<file path="config.mk">
export PLATFORM = sky130hd
export DESIGN_NAME = timestamp_reader
export DESIGN_NICKNAME = d
export VERILOG_FILES = /design/src/rtl/timestamp_reader_pkg.sv /design/src/rtl/timestamp_reader_ts_bus_sync.sv /design/src/rtl/timestamp_reader.sv
export SDC_FILE = /design/constraint.sdc
export NUM_CORES = 1
export LEC_CHECK = 0
export CORE_UTILIZATION = 30
export CTS_CLUSTER_DIAMETER = 150
export CTS_CLUSTER_SIZE = 14
export DETAILED_ROUTE_END_ITERATION = 7
export SLEW_MARGIN = 20
export SYNTH_ARGS = -nofsm -noshare
export SYNTH_HDL_FRONTEND = slang
export SYNTH_SLANG_ARGS = --single-unit
export TNS_END_PERCENT = 1
</file>
<file path="constraint.sdc">
create_clock -name CLK -period 2.3 [get_ports CLK]
set_input_delay 0.69 -clock CLK [delete_from_list [all_inputs] [get_ports CLK]]
set_output_delay 0.69 -clock CLK [all_outputs]
set_load 0.005 [all_outputs]
</file>
<file path="src/rtl/timestamp_reader_pkg.sv">
// rtl/timestamp_reader_pkg.sv - shared widths and FSM encoding for the timestamp reader
package timestamp_reader_pkg;

   localparam int TS_WIDTH   = 24;
   localparam int BYTE_WIDTH = 8;

   // State encoding, also decoded by the packet builder's monitor
   localparam logic [1:0] IDLE     = 2'd0;
   localparam logic [1:0] SEND_HI  = 2'd1;
   localparam logic [1:0] SEND_MID = 2'd2;
   localparam logic [1:0] SEND_LO  = 2'd3;

   typedef enum logic [1:0] {
      S_IDLE     = IDLE,
      S_SEND_HI  = SEND_HI,
      S_SEND_MID = SEND_MID,
      S_SEND_LO  = SEND_LO
   } state_e;

endpackage

</file>
<file path="src/rtl/timestamp_reader_ts_bus_sync.sv">
// rtl/timestamp_reader_ts_bus_sync.sv - two-stage sampler with equality filter for the slow timestamp bus
import timestamp_reader_pkg::*;

module ts_bus_sync (
   input  logic                CLK,
   input  logic                RESET,
   input  logic [TS_WIDTH-1:0] TIMESTAMP,
   output logic [TS_WIDTH-1:0] ts_stable
);

   logic [TS_WIDTH-1:0] ts_s1;
   logic [TS_WIDTH-1:0] ts_s2;

   // Two back-to-back samples must agree before the value is trusted, so a
   // bus caught mid-transition (bits skewed) is never forwarded.
   always_ff @(posedge CLK) begin
      if (RESET) begin
         ts_s1     <= '0;
         ts_s2     <= '0;
         ts_stable <= '0;
      end else begin
         ts_s1 <= TIMESTAMP;
         ts_s2 <= ts_s1;
         if (ts_s1 == ts_s2)
            ts_stable <= ts_s2;
      end
   end

endmodule

</file>
<file path="src/rtl/timestamp_reader.sv">
// rtl/timestamp_reader.sv - freezes a coherent timestamp on request and streams it as three bytes
import timestamp_reader_pkg::*;

module timestamp_reader (
   input  logic                  CLK,
   input  logic                  RESET,
   input  logic [TS_WIDTH-1:0]   TIMESTAMP,
   input  logic                  STAMP_REQ,
   input  logic                  OVR_CLR,
   output logic [BYTE_WIDTH-1:0] DATA_OUT,
   output logic                  DATA_VALID,
   input  logic                  DATA_READY,
   output logic                  BUSY,
   output logic                  OVERRUN,
   output logic [7:0]            REQ_COUNT
);

   state_e              state;
   logic [TS_WIDTH-1:0] shadow;
   logic [TS_WIDTH-1:0] ts_stable;
   logic                handshake;

   ts_bus_sync u_sync (
      .CLK       (CLK),
      .RESET     (RESET),
      .TIMESTAMP (TIMESTAMP),
      .ts_stable (ts_stable)
   );

   assign handshake = DATA_VALID && DATA_READY;

   // Transfer FSM: capture into shadow, then present MSB..LSB, advancing only on handshake
   always_ff @(posedge CLK) begin
      if (RESET) begin
         state      <= S_IDLE;
         shadow     <= '0;
         DATA_OUT   <= '0;
         DATA_VALID <= 1'b0;
         BUSY       <= 1'b0;
         REQ_COUNT  <= '0;
      end else begin
         case (state)
            S_IDLE: begin
               if (STAMP_REQ) begin
                  shadow     <= ts_stable;
                  DATA_OUT   <= ts_stable[23:16];
                  DATA_VALID <= 1'b1;
                  BUSY       <= 1'b1;
                  REQ_COUNT  <= REQ_COUNT + 8'd1;
                  state      <= S_SEND_HI;
               end
            end
            S_SEND_HI: begin
               if (handshake) begin
                  DATA_OUT <= shadow[15:8];
                  state    <= S_SEND_MID;
               end
            end
            S_SEND_MID: begin
               if (handshake) begin
                  DATA_OUT <= shadow[7:0];
                  state    <= S_SEND_LO;
               end
            end
            S_SEND_LO: begin
               // DATA_OUT keeps the last byte; it is ignored while DATA_VALID is low
               if (handshake) begin
                  DATA_VALID <= 1'b0;
                  BUSY       <= 1'b0;
                  state      <= S_IDLE;
               end
            end
            default: state <= S_IDLE;
         endcase
      end
   end

   // Sticky drop flag: any request seen outside IDLE sets it, and set beats clear
   always_ff @(posedge CLK) begin
      if (RESET)
         OVERRUN <= 1'b0;
      else if (STAMP_REQ && (state != S_IDLE))
         OVERRUN <= 1'b1;
      else if (OVR_CLR)
         OVERRUN <= 1'b0;
   end

endmodule

</file>
Yosys cells after proc, flatten, opt, wreduce, memory -nomap -nowiden:

Index checks and enable logic that the tools add are counted.

* bits in registers: 108
* bits of input ports: 29
* output and inout bits: 19
* word-level logic and storage cells: 43

* add/subtract/negate cells: 1
* equality and inequality tests: 8
* multiplexer cells: 14
* reductions and logical operators: 11

Operator list (count)
* 24-bit == test: 1
* 8-bit two-way mux: 3
* 8-bit one-hot mux with 3 select lines: 1
* 8-bit by 1-bit adder with 8-bit output (second input constant): 1
* 2-bit two-way mux: 4
* 2-bit inequality test (second input constant): 4
* 2-bit one-hot mux with 4 select lines: 1
* 4-bit AND reduction: 2
* 2-bit nonzero test: 3
* 2-bit == test (second input constant): 2
* 1-bit two-way mux: 4
* 3-bit AND reduction: 1
* 3-bit nonzero test: 1
* 2-bit by 1-bit == test with 1-bit output (second input constant): 1
* 1-bit logical AND: 2
* 2-bit logical NOT: 1
* 1-bit one-hot mux with 2 select lines: 1
* 2-bit AND reduction: 1

Logic depth before layout (Yosys ltp):

* depth after elaboration: 3
* gate-level depth with buffers: 9
* depth with buffers taken out: 7

Modules after synthesis:

From an unflattened synthesis, not the netlist that was laid out.

* cell total of the unflattened synthesis: 427
* area, all modules: 4274.1 µm²

Modules (own cells, without submodules)
* ts_bus_sync: times used 1, cells each 236, area each 2623.8 µm², sequential area each 1441.4 µm²
* timestamp_reader: times used 1, cells each 191, area each 1650.3 µm², sequential area each 720.7 µm²

Worst setup path after synthesis:

Ideal clock, no wire load.

* path type: register to register
* start: register state[1]
* end: register DATA_OUT[5]
* arrival time: 1601 ps
* required time: 2172 ps
* path slack: 572 ps
* cell stages (with the launch flop): 10
* cell sequence: dfxtp_1 -> inv_1 -> ha_1 -> clkbuf_1 -> o2bb2ai_1 -> o211ai_1 -> clkbuf_1 -> a211oi_1 -> a21oi_1 -> nor2_1

* cells in the longest elaborated chain, start to end: 3
* elaborated cells between the ends (all ways): 9

RTL lines
* start, declared: RTL line timestamp_reader.sv:18 `state_e state;`
* start signal, assigned: RTL line timestamp_reader.sv:35 `state <= S_IDLE;`
* start signal, assigned: RTL line timestamp_reader.sv:50 `state <= S_SEND_HI;`
* start signal, assigned: RTL line timestamp_reader.sv:56 `state <= S_SEND_MID;`
* 2-bit by 1-bit == test with 1-bit output, or another cell as far along: RTL line timestamp_reader.sv:42 `case (state)`
* 2-bit inequality test (no source line) or 3-bit nonzero test (tied branches)
* 4-bit AND reduction (no source line)
* end signal, assigned: RTL line timestamp_reader.sv:46 `DATA_OUT <= ts_stable[23:16];`
* end signal, assigned: RTL line timestamp_reader.sv:55 `DATA_OUT <= shadow[15:8];`
* end signal, assigned: RTL line timestamp_reader.sv:61 `DATA_OUT <= shadow[7:0];`
* end, declared: RTL line timestamp_reader.sv:10 `output logic [BYTE_WIDTH-1:0] DATA_OUT,`

Parallel ways exist; a longest one is shown, timed or not.
A chain may end at the register's enable or synchronous reset.

Worst setup path in the final report:

* start: register REQ_COUNT[3]
* end: output REQ_COUNT[3]

RTL lines
* start, declared: RTL line timestamp_reader.sv:15 `output logic [7:0] REQ_COUNT`
* start signal, assigned: RTL line timestamp_reader.sv:49 `REQ_COUNT <= REQ_COUNT + 8'd1;`

No word-level cell between the ends.

==> flow_metrics.py <==
metrics = {
    "run_status": {
        "status": "complete, no violations",
    },
    "placed_design": {
        "port-buffer-count": 47,
        "dpl.hpwl_mm": 5.32,
        "pre_cts_slack_ns": 0.135,
        "gp_congestion": 0.768,
    },
    "global_routing": {
        "grt_pass1_vias": 2713,
        "grt_max_degree": 60,
        "grt_usage": 0.112,
        "grt_pass1_wl_mm": 12.8,
        "grt_overflow": 0,
        "antenna_found_initial": 0,
    },
    "setup_path": {
        "path_depth": 1,
        "rr_worst_depth": 6,
        "startpoint_type": "register",
        "critical_path_class": "reg -> out",
        "arrival_ns": 1.32,
        "required_ns": 1.61,
        "cp_num_buf_inv": 1,
        "critical_path.slowest_cell": "clkdlybuf4s50_1",
        "path_delay_family": "buffers and inverters",
        "crit_fanout": 6,
        "path_cells": "clkdlybuf4s50_1",
        "critPathCaptureType": "output pin",
        "crit_path_max_incr_delay_ns": 0.54,
    },
    "logic_synthesis": {
        "synth.top_cell.area_share": 0.519,
        "synth_nets": 464,
        "ys_top_cells_by_area": "dfxtp_1 (52%), nor2b_1 (7.2%), nand2b_1 (6.8%)",
        "syn_inst": 429,
        "netlist.top_cell.by_area": "dfxtp_1",
        "yosys_register_bits": 108,
        "yosysWarningCount": 0,
        "ys_seq_area_frac": 0.519,
        "synth_area_per_cell_um2": 9.70,
        "syn-cell-area_um2": 4160,
        "ys_types": 29,
    },
    "timing": {
        "slew_viol_final": 0,
        "rsz0062_at_grt": "false",
        "fmax_mhz": 498,
        "worst_pin_slew_ns": 0.535,
        "period_needed_ns": 2.01,
        "fin_skew_ns": 0.00982,
        "fin_crit_sh": 0.873,
        "finalHoldViolCount": 0,
        "setup_violations": 0,
        "setup_tns_ns": 0,
        "finalWorstSetupSlack_ns": 0.292,
        "max_slew_margin": 0.643,
    },
    "floorplanning": {
        "initial_utilization": 0.311,
        "num_rows": 42,
        "die_w_um": 120,
        "coreArea_um2": 13400,
        "die_area_um2": 14400,
        "num_io_pins": 48,
        "die-height_um": 120,
    },
    "final_layout": {
        "n_antenna_cell": 0,
        "drive_above_1_share": 0.0527,
        "area_growth_pct": 22.5,
        "fin_util": 0.381,
        "fillers": 1364,
        "nNetsFinal": 504,
    },
    "clocking": {
        "clkSlewWorstSetupHoldPaths_ns": 0.07,
        "clkLatencyLatePin_ns": 0.34,
        "cts_setup_buffers": 0,
        "cts.path.max_buffers": 2,
        "cts_tree": "built",
        "cts_resized": 0,
        "cts.sinks": 108,
        "cts_root_buf": "clkbuf_16",
        "cts_buffers": 9,
        "ctsHtreeMaxLevel": 3,
        "cts_hold_buf": 0,
    },
    "routing": {
        "drt_iter0_drc": 137,
        "drc": 0,
        "vias": 2815,
        "vias_per_cell": 4.33,
        "wire_per_inst_um": 11.5,
        "drt_pass1_iterations": 4,
        "ant_nets": 0,
        "wl_mm": 7.48,
    },
    "power_and_ir_drop": {
        "leakagePower_nw": 1.81,
        "peakVddDrop_mv": 0.356,
        "powerDensity_nw_per_um2": 893,
    },
    "run": {
        "cap_violations": 0,
    },
    "hold_path": {
        "hold_class": "reg -> reg",
        "whs_path_depth": 2,
    },
}
through the flow:
stage          total power [mW]  area (um^2)  hold slack, ns  std cells
2_1_floorplan              2.76         4160           0.432        429
3_3_place_gp               3.09         4810           0.445        634
3_5_place_dp               3.12         4810           0.447        634
4_1_cts                    4.62         5100           0.457        650
5_1_grt                    4.84         5100           0.473        650
6_report                   4.56         5100           0.456        650
cells by family (layout without fill, tap and decap cells):
family | count (synthesis) | count (layout) | share of synthesized area
AOI/OAI and AO/OA | 54 | 54 | 0.0784
xor gates and xnor gates | 29 | 29 | 0.0610
adders and majority gates | 6 | 6 | 0.0180
buffers and inverters | 30 | 75 | 0.0334
DFF | 108 | 108 | 0.519
muxes | 25 | 25 | 0.0601
and+or+nand+nor | 177 | 177 | 0.230
cells in the mapped netlist (all sizes together):
cell type	number
nor3	1
xor2	20
nand2	43
mux2i	25
o21ai	3
or3	2
xnor2	9
a22oi	9
ha	6
nor2b	48
dfxtp	108
and2	1
a211oi	8
and3	1
nand2b	45
or2b	3
nor4	4
a21oi	29
o31ai	1
o21bai	1
nor2	23
buf	4
o2bb2ai	1
o211ai	2
clkbuf	21
nand4	6
inv	5
layer usage:
| metal | global-route usage | wire (um) | part of all wire |
|---|---|---|---|
| met5 | 0 | 0 | 0 |
| met4 | 0.0398 | 102 | 0.014 |
| met3 | 0.0299 | 301 | 0.040 |
| met2 | 0.178 | 3310 | 0.44 |
| met1 | 0.147 | 3770 | 0.50 |
final cells by class:
cell class	instances	area, um^2	area share
well taps	176	220	0.0432
clock inverters	6	53.8	0.0105
flip-flops and latches	108	2160	0.424
repair buffers	54	546	0.107
clock buffers	10	239	0.0468
inverters	5	18.8	0.00368
multi-input cells	291	1860	0.365
state kept, by name, summed over array words and instances, names as in the netlist:
signal,cells
REQ_COUNT,8
u_sync.ts_stable,24
u_sync.ts_s2,24
BUSY,1
state,2
OVERRUN,1
DATA_OUT,8
shadow,16
u_sync.ts_s1,24
where the power goes:
group | total [mW] | internal (mW) | switching, mW
Sequential | 2.10 | 2.00 | 0.101
Combinational | 0.965 | 0.463 | 0.502
Clock | 1.49 | 0.786 | 0.703
Total | 4.56 | 3.25 | 1.31
worst paths after layout:
path	to	from	slack, ns
max reg2reg	u_sync.ts_stable[11]	u_sync.ts_s2[9]	0.50
max	REQ_COUNT[3]	REQ_COUNT[3]	0.29
min reg2reg	shadow[1]	shadow[1]	0.46
min	shadow[1]	shadow[1]	0.46
cells in the final DEF, fill, tap and decap left out, types with 8 or more instances in the layout:
| cell | synthesis | final |
|---|---|---|
| a211oi_1 | 8 | 8 |
| a22oi_1 | 9 | 9 |
| dfxtp_1 | 108 | 108 |
| nor2_1 | 23 | 23 |
| mux2i_1 | 25 | 25 |
| nand2_1 | 43 | 43 |
| xnor2_1 | 9 | 9 |
| nand2b_1 | 45 | 45 |
| clkbuf_16 | 0 | 9 |
| a21oi_1 | 29 | 29 |
| clkdlybuf4s50_1 | 0 | 46 |
| nor2b_1 | 48 | 48 |
| xor2_1 | 20 | 20 |
No activity file was read; power rests on OpenSTA's default activity.
